### src/rtl/lfsr_run_controller.sv
`timescale 1ns/1ps
`default_nettype none
// +--------------------------------------------------------------------------+
// | Module      : lfsr_run_controller                                        |
// | Description : Button-driven run sequencer for the LFSR/detector datapath. |
// |               Issues clear and run-enable, counts LFSR periods, honours  |
// |               pause requests and latches the detection total.            |
// | Revision    : 1.0  initial release                                       |
// +--------------------------------------------------------------------------+
module lfsr_run_controller #(
    parameter int PERIODS     = 4,
    parameter int PERIOD_W    = 3,
    parameter int HOLD_CYCLES = 1000,
    parameter int CNT_W       = 16
) (
    input  logic                clk,
    input  logic                reset,
    input  logic                start,
    input  logic                stop,
    input  logic                max_tick,
    input  logic                seq_det,
    input  logic                pause_req,
    output logic                run_en,
    output logic                clr,
    output logic                busy,
    output logic                done,
    output logic [CNT_W-1:0]    hits,
    output logic [PERIOD_W-1:0] period_idx
);

    localparam int HOLD_W = (HOLD_CYCLES > 1) ? $clog2(HOLD_CYCLES) : 1;

    localparam logic [PERIOD_W-1:0] c_PERIODS   = PERIOD_W'(PERIODS);
    localparam logic [HOLD_W-1:0]   c_HOLD_LAST = HOLD_W'(HOLD_CYCLES - 1);

    typedef enum logic [2:0] {
        ST_IDLE  = 3'd0,
        ST_CLEAR = 3'd1,
        ST_RUN   = 3'd2,
        ST_PAUSE = 3'd3,
        ST_DONE  = 3'd4
    } state_t;

    state_t              state_q, state_d;
    logic                run_en_q, run_en_d;
    logic                clr_q, clr_d;
    logic                busy_q, busy_d;
    logic                done_q, done_d;
    logic [CNT_W-1:0]    hits_q, hits_d;
    logic [CNT_W-1:0]    hit_acc_q, hit_acc_d;
    logic [PERIOD_W-1:0] period_idx_q, period_idx_d;
    logic [HOLD_W-1:0]   hold_cnt_q, hold_cnt_d;

    logic start_meta_q, start_sync_q, start_prev_q;
    logic stop_meta_q, stop_sync_q, stop_prev_q;

    logic                start_edge;
    logic                stop_edge;
    logic [CNT_W-1:0]    hit_inc;
    logic [PERIOD_W-1:0] period_next;

    // Chains reset high so a button held through reset never looks like a press.
    always_ff @(posedge clk or negedge reset) begin
        if (!reset) begin
            start_meta_q <= 1'b1;
            start_sync_q <= 1'b1;
            start_prev_q <= 1'b1;
            stop_meta_q  <= 1'b1;
            stop_sync_q  <= 1'b1;
            stop_prev_q  <= 1'b1;
        end else begin
            start_meta_q <= start;
            start_sync_q <= start_meta_q;
            start_prev_q <= start_sync_q;
            stop_meta_q  <= stop;
            stop_sync_q  <= stop_meta_q;
            stop_prev_q  <= stop_sync_q;
        end
    end

    assign start_edge  = start_sync_q & ~start_prev_q;
    assign stop_edge   = stop_sync_q & ~stop_prev_q;
    assign hit_inc     = (seq_det && !(&hit_acc_q)) ? hit_acc_q + CNT_W'(1) : hit_acc_q;
    assign period_next = period_idx_q + PERIOD_W'(1);

    always_comb begin
        state_d      = state_q;
        hits_d       = hits_q;
        hit_acc_d    = hit_acc_q;
        period_idx_d = period_idx_q;
        hold_cnt_d   = hold_cnt_q;

        case (state_q)
            ST_IDLE: begin
                if (start_edge) begin
                    state_d = ST_CLEAR;
                end
            end
            ST_CLEAR: begin
                state_d = stop_edge ? ST_IDLE : ST_RUN;
            end
            ST_RUN: begin
                if (stop_edge) begin
                    state_d = ST_IDLE;
                end else if (max_tick && (period_next == c_PERIODS)) begin
                    hits_d       = hit_inc;
                    hit_acc_d    = hit_inc;
                    period_idx_d = period_next;
                    state_d      = ST_DONE;
                end else begin
                    hit_acc_d = hit_inc;
                    if (max_tick) begin
                        period_idx_d = period_next;
                    end
                    if (pause_req) begin
                        state_d = ST_PAUSE;
                    end
                end
            end
            ST_PAUSE: begin
                if (stop_edge) begin
                    state_d = ST_IDLE;
                end else if (!pause_req) begin
                    state_d = ST_RUN;
                end
            end
            ST_DONE: begin
                if (stop_edge) begin
                    state_d = ST_IDLE;
                end else if (start_edge) begin
                    state_d = ST_CLEAR;
                end else if (hold_cnt_q == c_HOLD_LAST) begin
                    state_d = ST_IDLE;
                end else begin
                    hold_cnt_d = hold_cnt_q + HOLD_W'(1);
                end
            end
            default: begin
                state_d = ST_IDLE;
            end
        endcase

        // Clearing on entry makes period_idx read zero throughout CLEAR.
        if ((state_d == ST_CLEAR) && (state_q != ST_CLEAR)) begin
            hit_acc_d    = '0;
            period_idx_d = '0;
        end
        if ((state_d == ST_DONE) && (state_q != ST_DONE)) begin
            hold_cnt_d = '0;
        end

        run_en_d = (state_d == ST_RUN);
        clr_d    = (state_d == ST_CLEAR);
        busy_d   = (state_d == ST_CLEAR) || (state_d == ST_RUN) || (state_d == ST_PAUSE);
        done_d   = (state_d == ST_DONE);
    end

    always_ff @(posedge clk or negedge reset) begin
        if (!reset) begin
            state_q      <= ST_IDLE;
            run_en_q     <= 1'b0;
            clr_q        <= 1'b0;
            busy_q       <= 1'b0;
            done_q       <= 1'b0;
            hits_q       <= '0;
            hit_acc_q    <= '0;
            period_idx_q <= '0;
            hold_cnt_q   <= '0;
        end else begin
            state_q      <= state_d;
            run_en_q     <= run_en_d;
            clr_q        <= clr_d;
            busy_q       <= busy_d;
            done_q       <= done_d;
            hits_q       <= hits_d;
            hit_acc_q    <= hit_acc_d;
            period_idx_q <= period_idx_d;
            hold_cnt_q   <= hold_cnt_d;
        end
    end

    assign run_en     = run_en_q;
    assign clr        = clr_q;
    assign busy       = busy_q;
    assign done       = done_q;
    assign hits       = hits_q;
    assign period_idx = period_idx_q;

endmodule
`default_nettype wire

### config.mk
export PLATFORM = sky130hd
export DESIGN_NAME = lfsr_run_controller
export DESIGN_NICKNAME = d
export VERILOG_FILES = /design/src/rtl/lfsr_run_controller.sv
export SDC_FILE = /design/constraint.sdc
export NUM_CORES = 1
export LEC_CHECK = 0
export BUFFER_PORTS_ARGS = -buffer_cell sky130_fd_sc_hd__buf_2
export CELL_PAD_IN_SITES_DETAIL_PLACEMENT = 1
export CELL_PAD_IN_SITES_GLOBAL_PLACEMENT = 1
export CORE_ASPECT_RATIO = 1.5
export CORE_MARGIN = 3
export CORE_UTILIZATION = 41
export CTS_CLUSTER_DIAMETER = 30
export DETAILED_ROUTE_END_ITERATION = 10
export PLACE_DENSITY = 0.86
export SLEW_MARGIN = 20
export SYNTH_ARGS = -nofsm -noshare
export SYNTH_HDL_FRONTEND = slang
export SYNTH_SLANG_ARGS = --single-unit
### constraint.sdc
create_clock -name clk -period 1.8 [get_ports clk]
set_input_delay 0.27 -clock clk [delete_from_list [all_inputs] [get_ports clk]]
set_output_delay 0.27 -clock clk [all_outputs]
set_load 0.05 [all_outputs]
==> results, run 1 <==
- The flow ran to the end, but the final reports show violations.
- The final reports fail on setup timing.
- The overall track demand over capacity in global routing is 23.6%.
- The largest single stage delay on the critical path is 0.44 ns.
- The switching share of total power is 33.9%.
- The share of the Yosys chip area taken by registers is 51.7%.
- Summed over all nets, the switching power comes to 1380 µW.
- The routed via count is 2672.
- After detailed routing, the number of remaining DRC violations is 0.
- The mean number of vias per cell is 5.78.
- The proportion of power drawn by the clock network is 32.0%.
- The number of flops mapped to enable cells by yosys is 0.
- Summed over all failing endpoints, the final setup total negative slack is -0.805 ns.
- The initial antenna violation count was 0.
- The aggregate routed wire length is 10.1 mm.
- Walking the worst path, the cells encountered are buf_6, and4_4, nor4b_4, o211ai_1, or3_1, a21oi_2.
- The internal portion of the total power is 2690 µW.
- Of the post-synthesis cell area, the dominant cell type holds 46.1%.
- On the final layout, the worst clock skew is 0.0154 ns.
- The final layout contains 392 nets.
- The number of antenna cells inserted is 0.
- The standby leakage power is 0.00188 µW.
- The count of cells in the finished layout, fillers not included, comes to 462.
- The count of fill cells added during filler insertion is 713.
- Dividing the final minimum period by the clock period gives 109%.
- The first TritonRoute pass finished after 4 iterations.
- After detailed routing, the average wire length per cell comes to 21.9 µm.
- In the final layout, the share of cells above drive strength 1 is 40.9%.
- Before CTS, the worst setup slack after placement is -0.144 ns.
- The clock tree root buffer cell is sky130_fd_sc_hd__clkbuf_8.
- The post-layout minimum cycle time is 1.97 ns.
- Counting both buffers and inverters, the worst setup path holds a total of 1.
- The final estimated routing congestion in global placement is 0.810.
- The mean area per synthesized cell is 9.93 µm².
- The kind of cell with the highest combined delay along the critical path is simple AND/OR/NAND/NOR gates.
- Once placement completed, the tool counted placed cells totaling 426.
- The worst setup path is captured at a register.
- Ranked by instance count, the synthesized netlist is headed by sky130_fd_sc_hd__dfrtp_1, sky130_fd_sc_hd__nand2_1, sky130_fd_sc_hd__nor2_1.
- After detailed routing, the met3 layer carries 349 µm of wire.
- The region available for standard cell placement spans 6580 µm².
- The die is 108 µm tall.
- The largest individual stage delay along the critical path comes from the cell sky130_fd_sc_hd__dfrtp_1.
- Setup repair after global routing could not meet its margin everywhere.
- In the post-synthesis netlist, the biggest area contributors are sky130_fd_sc_hd__dfrtp_1, sky130_fd_sc_hd__xor2_1, sky130_fd_sc_hd__dfstp_2.
- The areal power density over the cells is 1010 nW/µm².
- IR analysis of the VDD net gives a maximum drop of 0.720 mV.
- 30 I/O pins were placed.
- The clock slew at the register clock pins of the worst setup and hold paths is 0.08 ns.
- The peak clock frequency supported by timing is 509 MHz.
- The TritonCTS buffer count is 9.
- The critical path in this run is classified as reg -> reg.
- Setup slack on the critical path of the routed design comes to -0.166 ns.
- After synthesis, the share of flip-flops with an asynchronous set or reset is 100%.
- The pin count of the biggest net entering global routing is 59.
- After detailed routing, no signal wire sits above met4.
- Yosys instantiated no cell more often than sky130_fd_sc_hd__dfrtp_1.
- On the final layout, the worst hold slack is 0.111 ns.
- The initialized floorplan defines 36 standard-cell rows.
- The overall die area is 7930 µm².
- The starting density of the core is 42.9%.
- The kind of start point of the critical path is a register.
- The classification of the worst-slack hold path is in -> reg.
- In this run the worst path has a maximum fanout of 4.
- Detailed routing placed a total of 5.41 mm of wire on met2.
- After routing the design area is 4010 µm².
- The number of flip-flops and latches in the synthesized netlist is 58.
- The clock latency at the later pin of the worst-skew pair is 0.37 ns.
- Combinational cells account for 27.7% of the total power.
- Relative to the synthesized area, the layout overhead comes to 42.1%.
- The first-iteration detailed-routing DRC count is 166.
- The sum of net half-perimeters after detailed placement is 5.69 mm.
- Counting distinct cell types in the post-synthesis netlist gives 44.
- The final setup violation count is 14.
- STA puts the critical path data required time at 2.09 ns.
- The number of port buffers is 29.
- The number of nets with antenna violations after routing is 0.
- The total number of H-tree levels is 3.
- The total standard cell area after synthesis is 2820 µm².
- The maximum count of clock buffers along a single path is 2.
- Of all cell types, the one taking the most synthesized area is sky130_fd_sc_hd__dfrtp_1.
- The clock sink total is 58.
- Measured along the x axis, the die boundary spans 73.7 µm.
- The total placed instance area is 3460 µm².
- The net count after synthesis is 295.
- The via count of the first global-routing pass is 2710.
- The detailed router put a total of 3.92 mm of wire on met1.
- The TritonCTS clock tree is built.
- The max-capacitance violation count is 0.
- For this run, the leading register cell type out of synthesis is sky130_fd_sc_hd__dfrtp_1.
- The count of warnings emitted by yosys is 0.
- The sequential power share is 40.4%.
- The final hold violation count is 0.
- The number of slew-limit violations in the final report is 0.
- For the worst setup path, the data arrival time is 2.25 ns.
- Summed over all layers, the global routing overflow is 0.
- The first global-routing pass estimated 14.0 mm of wire.
- The pin slew with the least headroom to its limit is 0.332 ns.
- The cell count after synthesis came out at 284.
- The worst slew margin relative to its limit is 77.8%.
power groups by stage:
stage | logic, µW | registers, µW | clock network (µW)
2_1_floorplan | 412 | 1790 | 0
3_3_place_gp | 863 | 1620 | 0
3_5_place_dp | 903 | 1640 | 0
4_1_cts | 974 | 1610 | 1310
5_1_grt | 1210 | 1650 | 1370
6_report | 1120 | 1640 | 1300
what timing repair did:
action                                 4_1_cts  5_1_grt
setup endpoints to repair                   26       38
cloned                                       0        1
hold buffers                                 3        0
gates resized for setup                      6       47
pin swaps                                    2       16
endpoints found under the hold margin       54        0
setup buffers                                6       10
final timing paths:
kind,start,to,slack (ns),cells after the start
setup reg to reg,hit_acc_q[1]$_DFFE_PN0P_,hit_acc_q[15]$_DFFE_PN0P_,-0.17,6
setup / recovery,hit_acc_q[1]$_DFFE_PN0P_,hit_acc_q[15]$_DFFE_PN0P_,-0.17,6
min in group asynchronous,reset,hit_acc_q[8]$_DFFE_PN0P_,0.44,3
hold reg to reg,start_meta_q$_DFF_PN1_,start_sync_q$_DFF_PN1_,0.36,0
max in group asynchronous,reset,stop_sync_q$_DFF_PN1_,1.05,3
hold / removal,pause_req,run_en$_DFF_PN0_,0.11,2
logic make-up after synthesis:
| family | Yosys count | synth area share, % |
|---|---|---|
| adders and majority gates | 4 | 1.77 |
| and+or+nand+nor | 120 | 22.3 |
| buffers and inverters | 19 | 2.62 |
| xor gates and xnor gates | 26 | 8.07 |
| AOI/OAI and AO/OA | 55 | 12.8 |
| DFF | 58 | 51.7 |
| muxes | 2 | 0.710 |
cells in the final DEF, fill, tap and decap left out, drive strengths merged, types with 2 or more instances in the layout:
master	count
o211ai	6
or3	4
nand2	34
nand3	15
dfstp	6
nor4b	2
or4	3
nand2b	2
o2111ai	4
inv	6
buf	96
o31ai	2
dfrtp	52
xor2	23
nand4	10
a311oi	2
nor2b	2
ha	4
and3	11
a21oi	13
and2	2
a21o	2
o21ai	18
a31oi	2
nor2	26
o21a	2
mux2i	2
dlygate4sd3	3
and4	4
xnor2	3
clkbuf	14
flip-flops by register name, indices dropped and copies added, names as in the netlist:
signal and count:
done 1, state_q 3, hits 16, stop_prev_q 1
stop_sync_q 1, stop_meta_q 1, run_en 1, hit_acc_q 16
clr 1, busy 1, hold_cnt_q 10, start_meta_q 1
start_sync_q 1, start_prev_q 1, period_idx 3
metal layers:
layer | vias up | track usage [%]
met3 | 34 | 5.42
met1 | 1358 | 27.3
li1 | 1207 | -
met2 | 73 | 39.3
met5 | - | 0
met4 | 0 | 13.2
metrics by stage:
| stage | power (µW) | utilization, % |
|---|---|---|
| 2_1_floorplan | 2200 | - |
| 3_3_place_gp | 2480 | 52.5 |
| 3_5_place_dp | 2540 | 52.5 |
| 4_1_cts | 3900 | 57.2 |
| 5_1_grt | 4230 | 61.0 |
| 6_report | 4060 | 61.0 |
final cells by class:
| class | count | area [µm²] | area share (%) |
|---|---|---|---|
| tap | 76 | 95.1 | 2.37 |
| clock buffer | 14 | 173 | 4.31 |
| sequential | 58 | 1470 | 36.5 |
| multi-input combinational | 207 | 1480 | 37.0 |
| clock inverter | 2 | 35.0 | 0.874 |
| inverter | 6 | 25.0 | 0.624 |
| timing repair buffer | 99 | 734 | 18.3 |
(Power assumes the default switching activity.)
==> inputs of run 2 (changes only) <==
--- a/config.mk
+++ b/config.mk
@@ -18,3 +18,4 @@
 export SYNTH_ARGS = -nofsm -noshare
 export SYNTH_HDL_FRONTEND = slang
 export SYNTH_SLANG_ARGS = --single-unit
+export TNS_END_PERCENT = 20
==> run 2 against run 1 <==
Global-route usage grew 0.19 points. Critical path type unchanged. The run still ends with setup timing left. Clock power fell by 8%. Largest power group unchanged. Combinational power shrank 9%. Fmax rose by 6.4%.
==> results, run 2 (synthesized netlist as in run 1, its figures left out) <==
- The met3 track demand over resource is 5.42%.
- Global routing finished with a remaining overflow of 0.
- In the routed design, unresolved DRC markers number 0.
- The area taken by flip-flops and latches is 1470 µm².
- After routing the design area is 3800 µm².
- The worst supply voltage drop on vdd is 0.662 mV.
- In this run the tightest slew margin relative to its limit is 66.1%.
- The detailed-route wire length per cell is 19.7 µm.
- The number of slew-limit violations in the final report is 0.
- The met1 track utilization from global routing is 24.9%.
- The starting density of the core is 42.9%.
- Buffers inserted during clock tree synthesis total 9.
- Of all nets on the critical path, the largest fanout is 12.
- The beginning of the worst hold path is start.
- The mean number of vias per cell is 5.72.
- The initial antenna violation count is 0.
- The final estimated routing congestion in global placement is 0.843.
- The capturing element type of the critical path is a register.
- The H-tree generated during clock tree synthesis spans 3 levels.
- In this run the tool buffered the top-level ports with 29 buffer cells.
- At the worst endpoint, the arrival time is 2.12 ns.
- The tool flagged a number of max-cap violations equal to 0.
- In the layout the commonest cells are sky130_fd_sc_hd__dfrtp_1, sky130_fd_sc_hd__buf_4, sky130_fd_sc_hd__nand2_1, sky130_fd_sc_hd__buf_2, sky130_fd_sc_hd__nor2_1.
- The via count of the first global-routing pass came to 2798.
- The worst hold slack is 0.0151 ns.
- Across every metal layer, demand over resource in global routing totals 23.8%.
- The final hold violation count is 0.
- The clock drives 58 sinks.
- Cells fill 57.8% of the core in the end.
- In the final layout, the share of cells above drive strength 1 is 35.8%.
- The core region is 6580 µm².
- The peak clock frequency supported by timing is 541 MHz.
- The clock latency at the later pin of the worst-skew pair is 0.35 ns.
- At the pin with the least slew margin, the transition time is 0.509 ns.
- Once layout is complete, the cells apart from fillers number 447.
- Entering global routing, the biggest net connects 39 pins.
- STA puts the critical path data required time at 2.08 ns.
- The number of placement rows is 36.
- The die covers 7930 µm².
- The count of fill cells added during filler insertion is 734.
- The aggregate routed wire length is 8.82 mm.
- The checks that failed: setup timing.
- After the last flow step, the layout net total stands at 377.
- The kind of start point of the critical path is a register.
- In this run the remaining antenna-violating nets after routing total 0.
- The min-delay analysis places its worst path in the category in -> reg.
- Setup repair after global routing could not meet its margin everywhere.
- Clock-pin slew was measured on the worst setup and hold paths at 0.06 ns.
- 0 antenna diodes ended up in the layout.
- The met2 layer usage reported by global route is 42.0%.
- Summing all placed instances gives a cell area of 3440 µm².
- The critical path is of the reg -> reg type.
- The most used routing layer is met2.
- The routed via count is 2555.
- The most critical setup path has its startpoint at stop_prev_q$_DFF_PN1_.
- In this run the critical register-to-register path is launched from stop_prev_q$_DFF_PN1_.
- Counting I/O delays and the setup requirement, the final critical path takes 1.85 ns.
- From synthesis to final layout, the design area changed by 34.8%.
- The final setup violation count is 7.
- Detailed placement ended at an HPWL of 6.09 mm.
- Counting along the longest clock path gives a buffer depth of 2.
- The floorplan step set the die height to 108 µm.
- The flow ran to the end, but the final reports show violations.
- The width of the chip is 73.7 µm.
- The length of the first detailed-routing pass in iterations is 4.
- The tree is rooted in a sky130_fd_sc_hd__clkbuf_8.
- The final period utilization is 103%.
- The number of placed instances, taps included, is 424.
- Between clock sinks in the finished design, the worst skew comes to 0.0126 ns.
- Summing all multi-input logic gate instances after layout gives 1430 µm².
- The post-route worst setup slack is -0.0471 ns.
- The analysis attributes to cell leakage a power of 0.00178 µW.
- Dividing total power by cell area gives a power density of 1010 nW/µm².
- TritonCTS built the clock tree.
- The first global-routing pass estimated 14.0 mm of wire.
- The top-level I/O count is 30.
- The setup total negative slack is -0.0942 ns.
- The first-iteration detailed-routing DRC count is 153.
==> run 2: timing repair <==
action                                  in CTS  in global routing
setup buffers                                1                  5
endpoints found under the setup margin      26                 34
hold endpoints to repair                    14                  0
pin swaps                                    3                  6
gates resized for setup                     10                 24
hold buffers                                 1                  0
==> run 2: layout make-up <==
type	instances	share of cell area [%]
clock buffers	13	3.92
clock inverters	3	1.05
inverters	6	0.625
multi-input cells	207	37.5
flip-flops and latches	58	38.5
well taps	76	2.50
repair buffers	84	15.9
==> run 2: where the power goes <==
part	switching (µW)	internal [µW]	total, µW
logic	607	410	1020
clock network	527	674	1200
registers	159	1460	1620
total	1290	2550	3840
==> run 2: path summary, 6_finish.rpt <==
kind,endpoint,slack (ns),cells after the start
max,hit_acc_q[9]$_DFFE_PN0P_,-0.05,6
min,start_meta_q$_DFF_PN1_,0.02,1
max reg2reg,hit_acc_q[9]$_DFFE_PN0P_,-0.05,6
min reg2reg,start_sync_q$_DFF_PN1_,0.36,0
max in group asynchronous,hit_acc_q[3]$_DFFE_PN0P_,0.76,3
min in group asynchronous,hits[5]$_DFFE_PN0P_,0.42,2
==> run 2: critical path, stage by stage (launching register included) <==
cell	delay, ns
sky130_fd_sc_hd__dfstp_2	0.55
sky130_fd_sc_hd__nor2b_4	0.05
sky130_fd_sc_hd__nor4b_4	0.27
sky130_fd_sc_hd__buf_12	0.18
sky130_fd_sc_hd__o211ai_4	0.12
sky130_fd_sc_hd__or4_1	0.50
sky130_fd_sc_hd__o21ai_1	0.09
==> run 2: through the flow <==
stage	power, µW	setup slack, ns
global route	4040	-0.130
floorplan	2200	-0.0763
global placement	2510	-0.0624
finish	3840	-0.0471
detailed placement	2570	-0.148
CTS	3790	-0.0570
==> run 2: per-layer routing <==
layer  share of wire [%]  up-vias
met2                  55       51
met1                  38     1300
met3                 2.9       27
met5                   0        -
met4                 3.9        0
li1                    -     1177
